==> src/rtl/rf80386_dbiu_if.sv <==
// fta bus master-side signal bundle used between rf80386_dbiu and the bus fabric.
interface rf80386_dbiu_if #(
  parameter int BUS_BYTES = 16,
  parameter int TID_BITS  = 4
);
  logic                   bus_cyc_o;
  logic                   bus_stb_o;
  logic                   bus_we_o;
  logic [31:0]            bus_adr_o;
  logic [BUS_BYTES-1:0]   bus_sel_o;
  logic [BUS_BYTES*8-1:0] bus_dat_o;
  logic [TID_BITS-1:0]    bus_tid_o;
  logic [5:0]             bus_core_o;
  logic [2:0]             bus_chan_o;
  logic                   bus_ack_i;
  logic                   bus_rty_i;
  logic                   bus_err_i;
  logic [TID_BITS-1:0]    bus_tid_i;
  logic [BUS_BYTES*8-1:0] bus_dat_i;

  modport master (
    output bus_cyc_o, bus_stb_o, bus_we_o, bus_adr_o, bus_sel_o, bus_dat_o,
           bus_tid_o, bus_core_o, bus_chan_o,
    input  bus_ack_i, bus_rty_i, bus_err_i, bus_tid_i, bus_dat_i
  );

  modport slave (
    input  bus_cyc_o, bus_stb_o, bus_we_o, bus_adr_o, bus_sel_o, bus_dat_o,
           bus_tid_o, bus_core_o, bus_chan_o,
    output bus_ack_i, bus_rty_i, bus_err_i, bus_tid_i, bus_dat_i
  );
endinterface

==> src/rtl/rf80386_dbiu.sv <==
// Data bus interface unit: maps 1..8 byte load/store operands onto fta-bus line
// transactions, splitting line-crossing accesses, with tid tracking, retry and timeout.
module rf80386_dbiu #(
  parameter int BUS_BYTES = 16,
  parameter int MAX_BYTES = 4,
  parameter int TID_BITS  = 4,
  parameter int RTY_WAIT  = 16,
  parameter int TIMEOUT   = 1023,
  parameter int CORENO    = 1,
  parameter int CID       = 1
) (
  input  logic                   clk_i,
  input  logic                   rst_i,
  input  logic                   req_i,
  output logic                   rdy_o,
  input  logic                   we_i,
  input  logic [31:0]            adr_i,
  input  logic [1:0]             size_i,
  input  logic [MAX_BYTES*8-1:0] wdat_i,
  output logic                   done_o,
  output logic                   err_o,
  output logic [MAX_BYTES*8-1:0] rdat_o,
  output logic                   split_o,
  rf80386_dbiu_if.master         bus
);

  localparam int OFFW = $clog2(BUS_BYTES);
  localparam int LW   = BUS_BYTES * 8;
  localparam int DW   = 2 * LW;
  localparam int MW   = 2 * BUS_BYTES;
  localparam int RW   = MAX_BYTES * 8;
  localparam int MAXC = (TIMEOUT > RTY_WAIT) ? TIMEOUT : RTY_WAIT;
  localparam int CNTW = $clog2(MAXC + 1);

  typedef enum logic [2:0] {IDLE, ISSUE, WAIT, RTYW, DONE} state_t;

  state_t              state_q, state_d;
  logic                we_q, we_d;
  logic [31:0]         adr_q, adr_d;
  logic [1:0]          size_q, size_d;
  logic [RW-1:0]       wdat_q, wdat_d;
  logic                part_q, part_d;
  logic [TID_BITS-1:0] tid_q, tid_d;
  logic [CNTW-1:0]     cnt_q, cnt_d;
  logic                err_q, err_d;
  logic [DW-1:0]       asm_q, asm_d;
  logic [RW-1:0]       rdat_q, rdat_d;

  logic [OFFW-1:0]     off;
  logic [3:0]          nBytes;
  logic                split;
  logic [31:0]         lineAdr;
  logic [MW-1:0]       laneMask;
  logic [DW-1:0]       laneDat;
  logic [RW-1:0]       byteMask;
  logic [DW-1:0]       asmShift;
  logic [TID_BITS-1:0] tidInc;
  logic                hit;
  logic                active;

  // Both parts are cut from one double-line window so part1 is simply its upper half.
  always_comb begin
    off      = adr_q[OFFW-1:0];
    nBytes   = 4'd1 << size_q;
    split    = (8'(off) + 8'(nBytes)) > 8'(BUS_BYTES);
    lineAdr  = {adr_q[31:OFFW], {OFFW{1'b0}}};
    laneMask = ((MW'(1) << nBytes) - MW'(1)) << off;
    laneDat  = DW'(wdat_q) << {off, 3'b000};
    for (int b = 0; b < MAX_BYTES; b++) begin
      byteMask[b*8 +: 8] = (b < int'(nBytes)) ? 8'hFF : 8'h00;
    end
    tidInc = (tid_q == {TID_BITS{1'b1}}) ? TID_BITS'(1) : tid_q + TID_BITS'(1);
    hit    = (bus.bus_tid_i == tid_q);
  end

  always_comb begin
    state_d  = state_q;
    we_d     = we_q;
    adr_d    = adr_q;
    size_d   = size_q;
    wdat_d   = wdat_q;
    part_d   = part_q;
    tid_d    = tid_q;
    cnt_d    = cnt_q;
    err_d    = err_q;
    asm_d    = asm_q;
    rdat_d   = rdat_q;
    asmShift = '0;
    case (state_q)
      IDLE: begin
        if (req_i) begin
          we_d    = we_i;
          adr_d   = adr_i;
          size_d  = size_i;
          wdat_d  = wdat_i;
          part_d  = 1'b0;
          err_d   = 1'b0;
          state_d = ISSUE;
        end
      end
      ISSUE: state_d = WAIT;
      WAIT: begin
        if (hit && bus.bus_err_i) begin
          err_d   = 1'b1;
          state_d = DONE;
          if (!we_q) rdat_d = '0;
        end else if (hit && bus.bus_rty_i) begin
          cnt_d   = CNTW'(RTY_WAIT);
          state_d = RTYW;
        end else if (hit && bus.bus_ack_i) begin
          if (!we_q) begin
            if (part_q) asm_d[DW-1:LW] = bus.bus_dat_i;
            else        asm_d[LW-1:0]  = bus.bus_dat_i;
          end
          if (split && !part_q) begin
            part_d  = 1'b1;
            state_d = ISSUE;
          end else begin
            state_d = DONE;
            if (!we_q) begin
              asmShift = asm_d >> {off, 3'b000};
              rdat_d   = byteMask & asmShift[RW-1:0];
            end
          end
        end else if (cnt_q == CNTW'(TIMEOUT)) begin
          err_d   = 1'b1;
          state_d = DONE;
          if (!we_q) rdat_d = '0;
        end else begin
          cnt_d = cnt_q + CNTW'(1);
        end
      end
      RTYW: begin
        cnt_d = cnt_q - CNTW'(1);
        if (cnt_q <= CNTW'(1)) state_d = ISSUE;
      end
      DONE:    state_d = IDLE;
      default: state_d = IDLE;
    endcase
    // Every issue takes a fresh tid and restarts the response timeout.
    if (state_d == ISSUE) begin
      tid_d = tidInc;
      cnt_d = '0;
    end
  end

  always_ff @(posedge clk_i) begin
    if (!rst_i) begin
      state_q <= IDLE;
      we_q    <= 1'b0;
      adr_q   <= '0;
      size_q  <= '0;
      wdat_q  <= '0;
      part_q  <= 1'b0;
      tid_q   <= '0;
      cnt_q   <= '0;
      err_q   <= 1'b0;
      asm_q   <= '0;
      rdat_q  <= '0;
    end else begin
      state_q <= state_d;
      we_q    <= we_d;
      adr_q   <= adr_d;
      size_q  <= size_d;
      wdat_q  <= wdat_d;
      part_q  <= part_d;
      tid_q   <= tid_d;
      cnt_q   <= cnt_d;
      err_q   <= err_d;
      asm_q   <= asm_d;
      rdat_q  <= rdat_d;
    end
  end

  assign active         = (state_q == ISSUE) || (state_q == WAIT);
  assign rdy_o          = (state_q == IDLE);
  assign done_o         = (state_q == DONE);
  assign err_o          = done_o & err_q;
  assign split_o        = done_o & split;
  assign rdat_o         = rdat_q;
  assign bus.bus_cyc_o  = active;
  assign bus.bus_stb_o  = active;
  assign bus.bus_we_o   = active & we_q;
  assign bus.bus_adr_o  = active ? (part_q ? lineAdr + 32'(BUS_BYTES) : lineAdr) : '0;
  assign bus.bus_sel_o  = active ? (part_q ? laneMask[MW-1:BUS_BYTES] : laneMask[BUS_BYTES-1:0]) : '0;
  assign bus.bus_dat_o  = active ? (part_q ? laneDat[DW-1:LW] : laneDat[LW-1:0]) : '0;
  assign bus.bus_tid_o  = tid_q;
  assign bus.bus_core_o = 6'(CORENO);
  assign bus.bus_chan_o = 3'(CID);

endmodule

==> src/flat_wrapper.sv <==
// flat-port wrapper written by rule: the top's interface ports become plain ports
module rf80386_dbiu_flat 
#(
  parameter int BUS_BYTES = 16,
  parameter int MAX_BYTES = 4,
  parameter int TID_BITS  = 4,
  parameter int RTY_WAIT  = 16,
  parameter int TIMEOUT   = 1023,
  parameter int CORENO    = 1,
  parameter int CID       = 1
)
  (clk_i, rst_i, req_i, rdy_o, we_i, adr_i, size_i, wdat_i, done_o, err_o, rdat_o, split_o, bus_bus_cyc_o, bus_bus_stb_o, bus_bus_we_o, bus_bus_adr_o, bus_bus_sel_o, bus_bus_dat_o, bus_bus_tid_o, bus_bus_core_o, bus_bus_chan_o, bus_bus_ack_i, bus_bus_rty_i, bus_bus_err_i, bus_bus_tid_i, bus_bus_dat_i);
  rf80386_dbiu_if #(.BUS_BYTES(BUS_BYTES), .TID_BITS(TID_BITS)) bus_i ();
  input  logic clk_i;
  input  logic rst_i;
  input  logic req_i;
  output logic rdy_o;
  input  logic we_i;
  input  logic [31:0] adr_i;
  input  logic [1:0] size_i;
  input  logic [MAX_BYTES*8-1:0] wdat_i;
  output logic done_o;
  output logic err_o;
  output logic [MAX_BYTES*8-1:0] rdat_o;
  output logic split_o;
  output wire logic [$bits(bus_i.bus_cyc_o)-1:0] bus_bus_cyc_o;
  output wire logic [$bits(bus_i.bus_stb_o)-1:0] bus_bus_stb_o;
  output wire logic [$bits(bus_i.bus_we_o)-1:0] bus_bus_we_o;
  output wire logic [$bits(bus_i.bus_adr_o)-1:0] bus_bus_adr_o;
  output wire logic [$bits(bus_i.bus_sel_o)-1:0] bus_bus_sel_o;
  output wire logic [$bits(bus_i.bus_dat_o)-1:0] bus_bus_dat_o;
  output wire logic [$bits(bus_i.bus_tid_o)-1:0] bus_bus_tid_o;
  output wire logic [$bits(bus_i.bus_core_o)-1:0] bus_bus_core_o;
  output wire logic [$bits(bus_i.bus_chan_o)-1:0] bus_bus_chan_o;
  input wire logic [$bits(bus_i.bus_ack_i)-1:0] bus_bus_ack_i;
  input wire logic [$bits(bus_i.bus_rty_i)-1:0] bus_bus_rty_i;
  input wire logic [$bits(bus_i.bus_err_i)-1:0] bus_bus_err_i;
  input wire logic [$bits(bus_i.bus_tid_i)-1:0] bus_bus_tid_i;
  input wire logic [$bits(bus_i.bus_dat_i)-1:0] bus_bus_dat_i;
  assign bus_bus_cyc_o = bus_i.bus_cyc_o;
  assign bus_bus_stb_o = bus_i.bus_stb_o;
  assign bus_bus_we_o = bus_i.bus_we_o;
  assign bus_bus_adr_o = bus_i.bus_adr_o;
  assign bus_bus_sel_o = bus_i.bus_sel_o;
  assign bus_bus_dat_o = bus_i.bus_dat_o;
  assign bus_bus_tid_o = bus_i.bus_tid_o;
  assign bus_bus_core_o = bus_i.bus_core_o;
  assign bus_bus_chan_o = bus_i.bus_chan_o;
  assign bus_i.bus_ack_i = bus_bus_ack_i;
  assign bus_i.bus_rty_i = bus_bus_rty_i;
  assign bus_i.bus_err_i = bus_bus_err_i;
  assign bus_i.bus_tid_i = bus_bus_tid_i;
  assign bus_i.bus_dat_i = bus_bus_dat_i;
  rf80386_dbiu #(.BUS_BYTES(BUS_BYTES), .MAX_BYTES(MAX_BYTES), .TID_BITS(TID_BITS), .RTY_WAIT(RTY_WAIT), .TIMEOUT(TIMEOUT), .CORENO(CORENO), .CID(CID)) u_core (.clk_i(clk_i), .rst_i(rst_i), .req_i(req_i), .rdy_o(rdy_o), .we_i(we_i), .adr_i(adr_i), .size_i(size_i), .wdat_i(wdat_i), .done_o(done_o), .err_o(err_o), .rdat_o(rdat_o), .split_o(split_o), .bus(bus_i));
endmodule
==> config.mk <==
export PLATFORM = sky130hd
export DESIGN_NAME = rf80386_dbiu_flat
export DESIGN_NICKNAME = d
export VERILOG_FILES = /design/src/rtl/rf80386_dbiu_if.sv /design/src/rtl/rf80386_dbiu.sv /design/src/flat_wrapper.sv
export SDC_FILE = /design/constraint.sdc
export NUM_CORES = 1
export LEC_CHECK = 0
export BUFFER_PORTS_ARGS = -buffer_cell sky130_fd_sc_hd__clkbuf_2
export CELL_PAD_IN_SITES_DETAIL_PLACEMENT = 1
export CELL_PAD_IN_SITES_GLOBAL_PLACEMENT = 2
export CORE_AREA = 2 2 371 189
export CTS_CLUSTER_SIZE = 25
export DETAILED_ROUTE_END_ITERATION = 16
export DIE_AREA = 0 0 373 191
export GPL_TIMING_DRIVEN = 0
export PLACE_DENSITY_LB_ADDON = 0.15
export SLEW_MARGIN = 20
export SYNTH_ARGS = -nofsm -noshare
export SYNTH_HDL_FRONTEND = slang
export SYNTH_SLANG_ARGS = --single-unit
==> constraint.sdc <==
create_clock -name clk_i -period 3.1 [get_ports clk_i]
set_input_delay 0.62 -clock clk_i [delete_from_list [all_inputs] [get_ports clk_i]]
set_output_delay 0.62 -clock clk_i [all_outputs]
set_load 0.01 [all_outputs]
* Yosys cells after proc, flatten, opt, wreduce, memory -nomap -nowiden
Cells that the tools add are included.
Storage, ports and cells: latch bits 0, output and inout port bits 228, register bits 374, memories 0, memory bits (read-only) 0, logic and storage cells 122, input bits 205, memory bits (writable) 0
Operators by class: div/mod/pow operators 0, add/sub/neg operators 6, multiplexer cells 49, bitwise operators 7, equality and inequality tests 21, order comparisons 6, reduce and logical (&&, ||, !) cells 17, $mul 0, shifts and indexed selects 5
Operators by type and width (number):
- two-way mux 256 bit | 5
- two-way mux 128 bit | 4
- two-way mux 32 bit | 9
- << shifter 32 x 7 -> 256 bit | 1
- right shift 256 x 7 -> 32 bit | 1
- two-way mux 10 bit | 4
- adder 32 x 5 -> 32 bit, second input constant | 1
- AND 32 bit | 1
- two-way mux 16 bit | 2
- two-way mux 8 bit | 4
- << shifter 1 x 4 -> 32 bit, first input constant | 1
- << shifter 32 x 4 -> 32 bit | 1
- subtractor 32 x 2 -> 32 bit, second input constant | 1
- two-way mux 3 bit | 7
- one-hot mux 10 bit (2 select lines) | 1
- inequality test 3 x 2 -> 1 bit, second input constant | 5
- one-hot mux 3 bit (4 select lines) | 1
- adder 10 x 1 -> 10 bit, second input constant | 1
- equality test 10 bit, second input constant | 1
- less-or-equal comparator 10 x 1 -> 1 bit, second input constant | 1
- AND reduction 5 bit | 2
- subtractor 10 x 1 -> 10 bit, second input constant | 1
- two-way mux 1 bit | 9
- > comparator 8 x 5 -> 1 bit, second input constant | 1
- 28 further kinds | 46

* Longest topological paths before layout
depth after elaboration 13, depth in mapped cells 14, gate-level depth less buffers 11

* Least setup slack after synthesis
OpenSTA, ideal clock, no wires.
path kind flip-flop to flip-flop, start point register u_core.adr_q[1], end point register u_core.cnt_q[4], setup time 0.088 ns, data arrival time 3.314 ns, path buffers 5, setup slack -0.302 ns, data required time 3.012 ns, period minus slack after synthesis 3.402 ns, cell stages (with the launch flop) 15, cells stage by stage dfxtp_1 -> inv_1 -> clkbuf_1 -> buf_2 -> buf_2 -> buf_1 -> fa_1 -> inv_1 -> maj3_1 -> o2111ai_1 -> a41oi_2 -> o221a_4 -> nand2b_4 -> buf_12 -> a311oi_2
Between the ends: cells in the longest elaborated chain, start to end 10
RTL lines:
- start, declared | line rf80386_dbiu.sv:39 | logic [31:0] adr_q, adr_d;
- start signal, assigned | line rf80386_dbiu.sv:163 | adr_q <= adr_d;
- adder 4 x 4 -> 5 bit | line rf80386_dbiu.sv:65 | split = (8'(off) + 8'(nBytes)) > 8'(BUS_BYTES);
- > comparator 8 x 5 -> 1 bit | line rf80386_dbiu.sv:65
- logical AND 1 bit | line rf80386_dbiu.sv:115 | if (split && !part_q) begin
- two-way mux 3 bit | line rf80386_dbiu.sv:115
- two-way mux 3 bit | line rf80386_dbiu.sv:110 | end else if (hit && bus.bus_ack_i) begin
- two-way mux 3 bit | line rf80386_dbiu.sv:107 | end else if (hit && bus.bus_rty_i) begin
- two-way mux 3 bit | line rf80386_dbiu.sv:103 | if (hit && bus.bus_err_i) begin
- one-hot mux 3 bit (4 select lines) | line rf80386_dbiu.sv:89 | case (state_q)
- equality test 3 x 1 -> 1 bit | line rf80386_dbiu.sv:141 | if (state_d == ISSUE) begin
- OR reduction 2 bit (no source line)
- end signal, assigned | line rf80386_dbiu.sv:168 | cnt_q <= cnt_d;
- end, declared | line rf80386_dbiu.sv:44 | logic [CNTW-1:0] cnt_q, cnt_d;
No other way between the ends. A chain may end at the register's enable or synchronous reset.

* Worst setup path in the final report
start point register u_core.size_q[1], end point output port bus_bus_sel_o[13]
Between the ends: cells in the longest elaborated chain, start to end 6
RTL lines:
- start, declared | line rf80386_dbiu.sv:40 | logic [1:0] size_q, size_d;
- start signal, assigned | line rf80386_dbiu.sv:164 | size_q <= size_d;
- << shifter 1 x 2 -> 4 bit | line rf80386_dbiu.sv:64 | nBytes = 4'd1 << size_q;
- << shifter 1 x 4 -> 32 bit | line rf80386_dbiu.sv:67 | laneMask = ((MW'(1) << nBytes) - MW'(1)) << off;
- subtractor 32 x 2 -> 32 bit | line rf80386_dbiu.sv:67
- << shifter 32 x 4 -> 32 bit | line rf80386_dbiu.sv:67
- two-way mux 16 bit (2 in a row) | line rf80386_dbiu.sv:185 | assign bus.bus_sel_o = active ? (part_q ? laneMask[MW-1:BUS_BYTES] : laneMask[BUS_BYTES-1:0]) : '0;
- end, declared | line flat_wrapper.sv:30 | output wire logic [$bits(bus_i.bus_sel_o)-1:0] bus_bus_sel_o;
No other way between the ends.

==> metrics.log <==
[metrics] Power Dens Cells: 438 nW/um^2
[metrics] maximum frequency from static timing analysis: 0.262 GHz
[metrics] critical path fanouts, max: 4
[metrics] final-report hold violation count: 0
[metrics] share of the synthesized area in the top cell type: 28.7%
[metrics] multi-input logic area: 14,900 sq um
[metrics] share of flip-flops with an asynchronous set or reset after synthesis: 0%
[metrics] startpoint of the worst-slack reg-to-reg timing path: u_core.part_q$_SDFFE_PN0P_
[metrics] CTS H-tree depth: 1
[metrics] biggest area contributors in the synthesized netlist: dfxtp_1 (29%), mux2i_1 (13%), nand2_1 (12%)
[metrics] cell at the root of the clock tree: clkbuf_16
[metrics] starting utilization of the core area: 27.7%
[metrics] Hold Crit Start: adr_i[2]
[metrics] post-detailed-routing wire length: 129 mm
[metrics] outcome: finished, violations left
[metrics] number of enable flip-flop cells after synthesis: 0
[metrics] final clock skew: 31.0 ps
[metrics] Die H: 191 um
[metrics] synthesized area divided by synthesized cell count: 7.65 sq um
[metrics] average detailed-routed wire length per instance: 31.9 um
[metrics] placed wire-length estimate: 99.9 mm
[metrics] remaining global-route overflow: 0
[metrics] Required @ worst endpoint: 2480 ps
[metrics] top post-synthesis cells by count: nand2_1 (582), a21oi_1 (311), dfxtp_1 (270), nor2_1 (249), mux2i_1 (243)
[metrics] pin count of the biggest net entering global routing: 17
[metrics] buffers from clock root to sink, at most: 3
[metrics] io pins: 433
[metrics] drt drc: 0
[metrics] end of the worst register-to-register path: u_core.rdat_o[24]$_SDFFE_PN0P_
[metrics] Setup crit end kind: output port
[metrics] Worst Reg-to-Reg Cells: 9
[metrics] Warnings, synthesis: 0
[metrics] setup slack at placement: -1640 ps
[metrics] vias after detailed routing: 23,400
[metrics] setup repair after global routing missed its margin: yes
[metrics] number of iterations in the first detailed-routing pass: 5
[metrics] total of flip-flops plus latches after synthesis: 270
[metrics] post-synthesis instance total: 2,464
[metrics] clock transition at the register clock pins on the worst setup and hold paths after CTS: 70 ps
[metrics] Cell variety after synth: 86
[metrics] Final Setup Violations: 154
[metrics] first-iteration detailed-routing DRC count: 2,583
[metrics] share of synthesized area occupied by flip-flops and latches: 28.7%
[metrics] input/output buffers: 419
[metrics] leakage: 11.6 nW
[metrics] number of max-cap violations: 0
[metrics] start-to-end type of the worst setup path: register to output port
[metrics] count of cells along the worst hold path: 3
[metrics] largest area contributor in the netlist: dfxtp_1
[metrics] net count reported at finish: 3,330
[metrics] Hold Path Class: primary input to register
[metrics] Primary FF master, synth: dfxtp_1
[metrics] worst slew pin tran: 1180 ps
[metrics] leading cell type by number of instances after synthesis: nand2_1
[metrics] capture endpoint of the worst hold path: u_core.adr_q[2]$_SDFFE_PN0P_
[metrics] antenna violations before repair: 5
[metrics] cell area after synthesis: 18,900 sq um
[metrics] floorplan die area: 71,200 sq um
[metrics] last weighted congestion value of the routability-driven placer: 1.03
[metrics] number of filler cells placed in the layout: 8,038
[metrics] relative area change from synthesis to final layout: 52.8%
[metrics] worst-case register-to-register setup slack: -150 ps
[metrics] post-detailed-route via-to-cell ratio: 5.80
[metrics] final standard cell utilization of the core: 42.3%
[metrics] cts hold-fix bufs: 0
[metrics] final std cell area, no fill: 28,800 sq um
[metrics] failing checks: setup timing
[metrics] startpoint types: register
[metrics] remaining max-slew budget at the tightest pin: 18.9%
[metrics] total CTS buffers: 30
[metrics] gr usage total: 34.2%
[metrics] largest vdd supply drop: 0.452 mV
[metrics] data arrival at the endpoint of the critical path: 3190 ps
[metrics] area of the core region: 68,200 sq um
[metrics] TritonCTS clock tree: built
[metrics] post-route minimum period: 3810 ps
[metrics] Setup WS post-layout: -715 ps
[metrics] standard-cell rows: 68
[metrics] share of cells above drive strength 1: 41.6%
[metrics] register area: 5450 sq um
[metrics] final worst path period share: 123%
[metrics] max-slew violation total from the final report: 0
[metrics] clock insertion delay at the later pin of the skew report: 650 ps
[metrics] DRT antenna net count: 0
[metrics] die width: 373 um
[metrics] placed cell area: 22,200 sq um
[metrics] wire length of the first global-routing pass: 174 mm
[metrics] Num Clock Sinks: 270
[metrics] vias in the first global route: 22,600
## where the power goes
group | total [mW] | internal [mW] | switching, mW
clock network | 4.15 | 2.37 | 1.78
registers | 3.75 | 3.55 | 0.196
logic | 4.71 | 1.76 | 2.95
## cells by family (layout without fill, tap and decap cells)
kind of cell | Yosys count | after routing | share of synthesized area (%)
buffers and inverters | 239 | 890 | 5.87
other | 2 | 20 | 0.0398
XOR/XNOR | 34 | 34 | 1.58
AND/OR/NAND/NOR | 980 | 981 | 21.4
adder cells (fa/ha/maj) | 19 | 19 | 1.27
multiplexers | 331 | 331 | 22.0
flip-flops | 270 | 270 | 28.7
AO/OA/AOI/OAI | 589 | 589 | 19.2
## what timing repair did
item	CTS	global route
pin swaps	102	154
setup buffers	100	85
setup endpoints to repair	337	219
gates cloned	6	5
gates resized for setup	742	407
## routing by layer
metal,wire length [um],vias up,global-route usage (%),part of all wire [%]
met3,19400,147,17.2,15
met4,2050,7,4.44,1.6
li1,-,9971,-,-
met5,147,-,0,0.11
met1,60000,12000,50.7,46
met2,47600,1329,43.7,37
## per-stage QoR
step	setup TNS (ps)	hold WS, ps	total power [mW]	cells
2_1_floorplan	0	427	5.48	2479
3_3_place_gp	-235760	436	7.02	3808
3_5_place_dp	-245540	443	7.05	3808
4_1_cts	-19520	174	12.0	3966
5_1_grt	-35450	195	12.9	4043
6_report	-24740	188	12.6	4044
## critical path, stage by stage, from the launching register on
cell	delay, ps
dfxtp_2	330
buf_8	120
buf_12	120
nor2_4	200
inv_4	80
ha_4	280
a21oi_2	200
nor2_1	90
or3_4	380
mux4_2	480
nor2_1	100
buf_2	170
## flip-flops by register name (all words and copies together), names as in the netlist
register	flops
u_core.asm_q	152
u_core.adr_q	32
u_core.rdat_o	32
u_core.wdat_q	32
u_core.cnt_q	10
u_core.bus.bus_tid_o	4
u_core.state_q	3
u_core.size_q	2
u_core.err_q	1
u_core.part_q	1
u_core.we_q	1
## cells in the final DEF, fill, tap and decap left out, types with 17 or more instances in the layout
cell type	synthesis	routed
nand2_1	582	549
clkbuf_2	0	318
a21oi_1	311	259
dfxtp_1	270	251
nor2_1	249	184
mux2i_1	243	179
buf_4	24	154
buf_2	50	102
buf_6	1	84
mux4_2	65	65
clkbuf_1	101	55
a21oi_2	8	46
clkbuf_16	0	44
nor2_4	1	41
buf_12	1	38
mux2i_4	0	35
nand3_1	45	34
o2bb2ai_1	32	31
mux2i_2	0	29
nor2_2	2	28
o21ai_0	68	27
nand2_2	0	21
clkbuf_8	3	21
o22ai_1	25	21
buf_8	0	19
xor2_1	20	19
o21ai_4	0	19
o21ai_2	1	19
a22oi_2	0	18
nor3_1	29	17
conb_1	2	17
## worst max path at each step
stage	from	endpoint	slack, ps
2_1_floorplan	u_core.adr_q[1]$_SDFFE_PN0P_	split_o	30
3_3_place_gp	u_core.size_q[0]$_SDFFE_PN0P_	bus_bus_sel_o[15]	-1640
3_5_place_dp	u_core.adr_q[1]$_SDFFE_PN0P_	u_core.rdat_o[6]$_SDFFE_PN0P_	-1640
4_1_cts	u_core.size_q[1]$_SDFFE_PN0P_	split_o	-660
5_1_grt	u_core.size_q[1]$_SDFFE_PN0P_	bus_bus_sel_o[13]	-760
6_report	u_core.size_q[1]$_SDFFE_PN0P_	bus_bus_sel_o[13]	-710
## area by class of cell
type / instances / share of cell area (%)
Antenna cell: 3 / 0.0261
Buffer: 207 / 6.47
Clock buffer: 40 / 2.98
Clock inverter: 15 / 0.855
Inverter: 22 / 0.434
Multi-Input combinational cell: 1971 / 51.7
Sequential cell: 270 / 18.9
Tap cell: 910 / 3.95
Timing Repair Buffer: 606 / 14.7
Power figures use the tool's default switching activity.
